### src/rtl/freq_gate_ctrl.sv
`timescale 1ns/1ps
// Frequency-meter sequencer: counts synchronised rising edges of sig in a fixed
// gate window, converts the count to packed BCD and offers it over valid/ready.
module freq_gate_ctrl #(
  parameter int unsigned GATE_CYCLES    = 125000000,
  parameter int unsigned HOLDOFF_CYCLES = 12500000,
  parameter int unsigned CNT_W          = 16
) (
  input  logic        zybo_clk,
  input  logic        rst,
  input  logic        sig,
  input  logic        start,
  input  logic        mode_cont,
  input  logic        result_ready,
  output logic        gate,
  output logic        busy,
  output logic        result_valid,
  output logic [15:0] bcd_out,
  output logic        overflow,
  output logic [2:0]  dbg_state
);

  localparam int unsigned TMR_MAX = (GATE_CYCLES > HOLDOFF_CYCLES) ? GATE_CYCLES : HOLDOFF_CYCLES;
  localparam int TMR_W = (TMR_MAX > 1) ? $clog2(TMR_MAX) : 1;
  localparam int IT_W  = (CNT_W > 1) ? $clog2(CNT_W) : 1;
  localparam logic [TMR_W-1:0] GATE_LAST = TMR_W'(GATE_CYCLES - 1);
  localparam logic [TMR_W-1:0] HOLD_LAST = TMR_W'(HOLDOFF_CYCLES - 1);
  localparam logic [IT_W-1:0]  CONV_LAST = IT_W'(CNT_W - 1);
  localparam logic [CNT_W-1:0] CNT_MAX   = '1;

  typedef enum logic [2:0] {
    S_IDLE    = 3'd0,
    S_GATE    = 3'd1,
    S_CONVERT = 3'd2,
    S_PRESENT = 3'd3,
    S_HOLDOFF = 3'd4
  } state_e;

  state_e            state_q, state_d;
  logic              sig_s1_q, sig_s2_q, sig_s3_q;
  logic [CNT_W-1:0]  cnt_q, cnt_d, cnt_now;
  logic              sat_q, sat_d, sat_now;
  logic [TMR_W-1:0]  tmr_q, tmr_d;
  logic [IT_W-1:0]   iter_q, iter_d;
  logic [CNT_W-1:0]  bin_q, bin_d;
  logic [19:0]       dd_q, dd_d, dd_adj;
  logic [20:0]       dd_shift;
  logic [15:0]       bcd_q, bcd_d;
  logic              ovf_q, ovf_d;
  logic              edge_det, gate_last, conv_last, hold_last;

  assign edge_det  = sig_s2_q & ~sig_s3_q;
  assign gate_last = (state_q == S_GATE) && (tmr_q == GATE_LAST);
  assign conv_last = (state_q == S_CONVERT) && (iter_q == CONV_LAST);
  assign hold_last = (tmr_q == HOLD_LAST);

  // State register
  always_ff @(posedge zybo_clk) begin
    if (rst) state_q <= S_IDLE;
    else     state_q <= state_d;
  end

  // Result port: result_valid is high for the whole PRESENT state; the transfer
  // happens on the rising clock edge where result_valid & result_ready, and
  // bcd_out/overflow never change while result_valid is high.
  always_comb begin
    state_d = state_q;
    unique case (state_q)
      S_IDLE:    if (start || mode_cont) state_d = S_GATE;
      S_GATE:    if (gate_last) state_d = S_CONVERT;
      S_CONVERT: if (conv_last) state_d = S_PRESENT;
      S_PRESENT: if (result_ready) state_d = mode_cont ? S_HOLDOFF : S_IDLE;
      S_HOLDOFF: begin
        if (!mode_cont)     state_d = S_IDLE;
        else if (hold_last) state_d = S_GATE;
      end
      default:   state_d = S_IDLE;
    endcase
  end

  always_comb begin
    gate         = (state_q == S_GATE);
    busy         = (state_q != S_IDLE);
    result_valid = (state_q == S_PRESENT);
    dbg_state    = state_q;
  end

  // One double-dabble iteration: add 3 to every digit >= 5, then shift in the next bit.
  always_comb begin
    dd_adj = dd_q;
    for (int k = 0; k < 5; k++) begin
      if (dd_q[4*k +: 4] >= 4'd5) dd_adj[4*k +: 4] = dd_q[4*k +: 4] + 4'd3;
    end
    dd_shift = {dd_adj, bin_q[CNT_W-1]};
  end

  always_comb begin
    cnt_now = cnt_q;
    sat_now = sat_q;
    if (state_q == S_GATE && edge_det && cnt_q != CNT_MAX) begin
      cnt_now = cnt_q + CNT_W'(1);
      sat_now = sat_q | (cnt_now == CNT_MAX);
    end
  end

  always_comb begin
    cnt_d  = cnt_q;
    sat_d  = sat_q;
    tmr_d  = tmr_q;
    iter_d = iter_q;
    bin_d  = bin_q;
    dd_d   = dd_q;
    bcd_d  = bcd_q;
    ovf_d  = ovf_q;
    unique case (state_q)
      S_IDLE: begin
        if (state_d == S_GATE) begin
          cnt_d = '0;
          sat_d = 1'b0;
          tmr_d = '0;
        end
      end
      S_GATE: begin
        cnt_d = cnt_now;
        sat_d = sat_now;
        tmr_d = tmr_q + TMR_W'(1);
        if (gate_last) begin
          bin_d  = cnt_now;
          dd_d   = '0;
          iter_d = '0;
        end
      end
      S_CONVERT: begin
        bin_d  = bin_q << 1;
        dd_d   = dd_shift[19:0];
        iter_d = iter_q + IT_W'(1);
        if (conv_last) begin
          ovf_d = sat_q | (dd_shift[20:16] != 5'd0);
          bcd_d = ovf_d ? 16'h9999 : dd_shift[15:0];
        end
      end
      S_PRESENT: begin
        if (state_d == S_HOLDOFF) tmr_d = '0;
      end
      S_HOLDOFF: begin
        tmr_d = tmr_q + TMR_W'(1);
        if (state_d == S_GATE) begin
          cnt_d = '0;
          sat_d = 1'b0;
          tmr_d = '0;
        end
      end
      default: ;
    endcase
  end

  always_ff @(posedge zybo_clk) begin
    if (rst) begin
      sig_s1_q <= 1'b0;
      sig_s2_q <= 1'b0;
      sig_s3_q <= 1'b0;
      cnt_q    <= '0;
      sat_q    <= 1'b0;
      tmr_q    <= '0;
      iter_q   <= '0;
      bin_q    <= '0;
      dd_q     <= '0;
      bcd_q    <= '0;
      ovf_q    <= 1'b0;
    end else begin
      sig_s1_q <= sig;
      sig_s2_q <= sig_s1_q;
      sig_s3_q <= sig_s2_q;
      cnt_q    <= cnt_d;
      sat_q    <= sat_d;
      tmr_q    <= tmr_d;
      iter_q   <= iter_d;
      bin_q    <= bin_d;
      dd_q     <= dd_d;
      bcd_q    <= bcd_d;
      ovf_q    <= ovf_d;
    end
  end

  assign bcd_out  = bcd_q;
  assign overflow = ovf_q;

endmodule

### config.mk
export PLATFORM = sky130hd
export DESIGN_NAME = freq_gate_ctrl
export DESIGN_NICKNAME = d
export VERILOG_FILES = /design/src/rtl/freq_gate_ctrl.sv
export SDC_FILE = /design/constraint.sdc
export NUM_CORES = 1
export LEC_CHECK = 0
export CORE_MARGIN = 5
export CORE_UTILIZATION = 41
export CTS_BUF_LIST = sky130_fd_sc_hd__clkbuf_8 sky130_fd_sc_hd__clkbuf_16
export DETAILED_ROUTE_END_ITERATION = 8
export HOLD_SLACK_MARGIN = 0.08
export SLEW_MARGIN = 20
export SYNTH_ARGS = -nofsm -noshare
export SYNTH_HDL_FRONTEND = slang
export SYNTH_SLANG_ARGS = --single-unit
### constraint.sdc
create_clock -name zybo_clk -period 2.8 [get_ports zybo_clk]
set_input_delay 0.56 -clock zybo_clk [delete_from_list [all_inputs] [get_ports zybo_clk]]
set_output_delay 0.56 -clock zybo_clk [all_outputs]
set_load 0.005 [all_outputs]
Word level (Yosys, flattened, before mapping)
Cells that the tools add are included.
{"block": "totals", "register_bits": 107, "wordCells": 92, "inputBits": 6}
{"block": "classes", "n_lt_le_gt_ge": 5, "bitwise_logic": 4, "n_addsub": 8, "eq_ne": 16, "n_reduce_logical": 17, "n_mux": 30}
{"operator": "27-bit case mux with 4 select lines", "n": 1}
{"operator": "27-bit two-way mux", "n": 3}
{"operator": "16-bit two-way mux", "n": 4}
{"operator": "16-bit case mux with 2 select lines", "n": 2}
{"operator": "20-bit case mux with 2 select lines", "n": 1}
{"operator": "27-bit by 1-bit adder with 27-bit output (second input constant)", "n": 1}
{"operator": "27-bit by 24-bit equality test with 1-bit output (second input constant)", "n": 1}
{"operator": "27-bit equality test (second input constant)", "n": 1}
{"operator": "4-bit two-way mux", "n": 6}
{"operator": "3-bit two-way mux", "n": 7}
{"operator": "4-bit by 2-bit adder with 4-bit output (second input constant)", "n": 5}
{"operator": "4-bit by 3-bit >= comparator with 1-bit output (second input constant)", "n": 5}
{"operator": "20-bit two-way mux", "n": 1}
{"operator": "16-bit by 1-bit adder with 16-bit output (second input constant)", "n": 1}
{"operator": "16-bit equality test (second input constant)", "n": 1}
{"operator": "16-bit inequality test (second input constant)", "n": 1}
{"operator": "3-bit case mux with 5 select lines", "n": 1}
{"operator": "2-bit by 1-bit inequality test with 1-bit output (second input constant)", "n": 4}
{"operator": "4-bit case mux with 2 select lines", "n": 1}
{"operator": "3-bit by 1-bit equality test with 1-bit output (second input constant)", "n": 2}
{"operator": "3-bit by 2-bit equality test with 1-bit output (second input constant)", "n": 2}
{"operator": "3-bit equality test (second input constant)", "n": 2}
{"operator": "2-bit AND reduction", "n": 3}
{"operator": "3-bit AND reduction", "n": 2}
{"operator": "other kinds (16)", "n": 22}

Logic depth before layout (Yosys ltp)
{"block": "depth", "depth_word": 7, "depth_mapped": 9}

Least setup slack after synthesis
OpenSTA, ideal clock, no wires.
{"block": "synth_timing", "kind": "reg2reg", "from": "register tmr_q[0]", "to": "register bin_q[10]", "setup_slack_ns": 0.285, "arrival_ns": 2.381, "synth_period_minus_slack_ns": 2.515, "stages_incl_launch_ff": 10, "setup_ns": 0.134, "required_time_ns": 2.666, "cell_sequence": "dfxtp_1 ha_1 or4b_4 or4_4 or3_1 buf_2 buf_6 buf_6 nand4_1 o211ai_1"}
{"block": "synth_via", "elab_chain_len": 4}
{"item": "start, declared", "line_no": "43", "text": "logic [TMR_W-1:0] tmr_q, tmr_d;"}
{"item": "start signal, assigned", "line_no": "176", "text": "tmr_q <= tmr_d;"}
{"item": "27-bit equality test", "line_no": "53", "text": "assign gate_last = (state_q == S_GATE) && (tmr_q == GATE_LAST);"}
{"item": "1-bit logical AND", "line_no": "53"}
{"item": "2-bit by 1-bit inequality test with 1-bit output (no source line)"}
{"item": "2-bit AND reduction (no source line)"}
{"item": "end signal, assigned", "line_no": "178", "text": "bin_q <= bin_d;"}
{"item": "end, declared", "line_no": "45", "text": "logic [CNT_W-1:0] bin_q, bin_d;"}
No other way between the ends.
A chain may end at the register's enable or synchronous reset.

Worst setup path in the final report
{"block": "layout_timing", "from": "register state_q[0] (netlist: dbg_state[0])", "to": "output gate"}
{"block": "layout_via", "elab_chain_len": 1}
{"item": "start, declared", "line_no": "39", "text": "state_e state_q, state_d;"}
{"item": "start signal, assigned", "line_no": "60", "text": "else state_q <= state_d;"}
{"item": "3-bit by 1-bit equality test with 1-bit output", "line_no": "82", "text": "gate = (state_q == S_GATE);"}
{"item": "end, declared", "line_no": "15", "text": "output logic gate,"}
No other way between the ends.

==> flow_summary.json <==
{
  "finalCritPeriodShare": 0.970,
  "finalWirelength_um": 15400,
  "timing.fmax_ghz": 0.368,
  "top_usage_layer": "met2",
  "routedWlPerCell_um": 16.8,
  "die_w_um": 129,
  "io_pins": 29,
  "rows": 43,
  "crit_type": "reg2out",
  "die_h_um": 129,
  "htreeDepth": 3,
  "cts_hold_buf": 0,
  "synth_seq_cells": 107,
  "grt_max_degree": 36,
  "drtIter0Drc": 508,
  "cap_viol_max_count": 0,
  "outcome": "finished clean",
  "tightest_slew_ps": 590,
  "fin_tns_setup_ps": 0,
  "num_antenna_cells": 0,
  "rsz0062_at_grt": "false",
  "post_cts_buffers": 0,
  "dp_hpwl_um": 10800,
  "fp.dieArea_um2": 16700,
  "crit_path_start_kind": "register",
  "grt-ovfl-total": 0,
  "hp-start": "sig_s1_q",
  "critPathCaptureType": "primary output",
  "antenna_found_initial": 0,
  "crit_chain": "or3b_2 > inv_1 > clkdlybuf4s50_1",
  "synth_cell_types": 65,
  "hold_violations": 0,
  "yosysMostFrequentCell": "dfxtp_1",
  "yosys_warnings": 0,
  "tritoncts": "built",
  "ys_seq_area_frac": 0.368,
  "r2r_start": "tmr_q[0]",
  "met1_usage": 0.242,
  "drv_slew": 0,
  "io_buffers": 28,
  "min_period_ps": 2720,
  "syn_nets": 742,
  "num-nets-final": 757,
  "crit_slowest_cell": "or3b_2",
  "use_met3": 0.0437,
  "fin_worst_skew_ps": 6.08,
  "finalSetupViolations": 0,
  "vias": 5468,
  "cpPeakStageDelay_ps": 610,
  "cp.required_ps": 2240,
  "leakage_nw": 2.16,
  "ys_top_cells_by_area": "dfxtp_1, a21oi_1, nand3_1, nand4_1, nand2_1",
  "met2_usage": 0.313,
  "first_pass_iters": 5,
  "yosys.area.top_type_share": 0.368,
  "peakVddDrop_mv": 0.321,
  "grt_pass1_wl_um": 25400,
  "drive_above_1_share": 0.0755,
  "hold_path_class": "reg2reg",
  "coreArea_um2": 13900,
  "numPlacedInstances": 906,
  "cts.sink_count": 107,
  "ys_top_cells_by_count": "dfxtp_1, a21oi_1, nand2_1",
  "instances_no_fill": 922,
  "ant_nets": 0,
  "grt_pass1_vias": 5090,
  "r2r_slack_ps": 170,
  "yosysTopAreaCell": "dfxtp_1",
  "path_clk_slew_ps": 70,
  "ys.flop_type": "dfxtp_1",
  "ctsRootBufferMaster": "clkbuf_16",
  "async_flop_share": 0,
  "globalplace.congestion": 0.868,
  "max-slew-margin-rel": 0.606,
  "worstPathArrival_ps": 2160,
  "synthToLayoutAreaGrowth_pct": 13.6,
  "cts_made_buffers": 9,
  "vias_per_cell": 5.93,
  "startpoint": "dbg_state[0]",
  "power.density_nw_per_um2": 450,
  "initial_core_util": 0.419,
  "clk_latency_ps": 360,
  "avgSynthCellArea_um2": 8.05,
  "synth_area_um2": 5810,
  "grt_usage": 0.187,
  "ctsLongestPathBuffers": 2,
  "synthCells": 722,
  "drc": 0,
  "synth_edf_count": 0,
  "critPathMaxFanout": 11
}
area by class of cell:
cell class / instances / area (µm²)
inverters: 23 / 86.3
fillers: 1343 / 7280
well taps: 180 / 225
flip-flops and latches: 107 / 2140
repair buffers: 55 / 478
clock inverters: 6 / 56.3
clock buffers: 10 / 239
multi-input cells: 541 / 3380
sequential cells by signal (all words and copies together) (netlist names), 3 cells and up:
register   flops
bin_q         16
bcd_out       16
tmr_q         27
dbg_state      3
iter_q         4
dd_q          20
cnt_q         16
through the flow:
stage / hold slack, ps / utilization / cell area (µm²) / setup WS (ps) / power [mW]
detailed placement: 436 / 0.454 / 6300 / 115 / 1.70
CTS: 452 / 0.475 / 6600 / 62.4 / 3.00
floorplan: 414 / - / 5810 / 285 / 1.65
finish: 452 / 0.476 / 6610 / 84.6 / 2.97
global placement: 422 / 0.454 / 6300 / 227 / 1.70
global route: 473 / 0.476 / 6610 / 2.12 / 3.08
placed cells by master, fill, tap and decap left out, types with 24 or more instances in the layout:
master           netlist  layout
nor2_1                41      41
inv_1                 22      24
o21ai_0               34      34
nand2_1               62      62
a21oi_1               65      65
nand3_1               52      52
clkdlybuf4s50_1        0      27
buf_4                  0      27
nand4_1               40      40
dfxtp_1              107     107
routing by layer:
layer	vias to the layer above	part of all wire
met5	-	0
met4	0	0.015
met3	23	0.050
met2	151	0.48
li1	2696	-
met1	2598	0.46
logic make-up after synthesis:
group	share of synthesized area
adder cells (fa/ha/maj)	0.0301
AND/OR/NAND/NOR	0.294
buffers and inverters	0.0514
AO/OA/AOI/OAI	0.198
flip-flops	0.368
XOR/XNOR	0.0407
multiplexers	0.0176
report_power, final:
part / leakage, nW / internal, mW / switching, mW / total (mW)
logic: 1.14 / 0.0475 / 0.0930 / 0.140
clock network: 0.155 / 0.713 / 0.588 / 1.30
registers: 0.862 / 1.53 / 0.00457 / 1.53
repair_timing:
action	CTS	global route
endpoints found under the hold margin	0	0
gates resized for setup	0	1
endpoints found under the setup margin	0	10
path summary, 6_finish.rpt:
path,endpoint,depth (start not counted)
worst max-delay path,gate,3
worst min-delay path,sig_s2_q,1
worst max register to register,bin_q[15],7
worst min register to register,sig_s2_q,1
worst max-delay path, delay by kind of cell (launching register included):
| family | cells | cell delay [ps] |
|---|---|---|
| simple gates | 1 | 610 |
| flops | 1 | 330 |
| buf+inv | 2 | 860 |
Note: power is estimated with default switching activity, not from simulation.
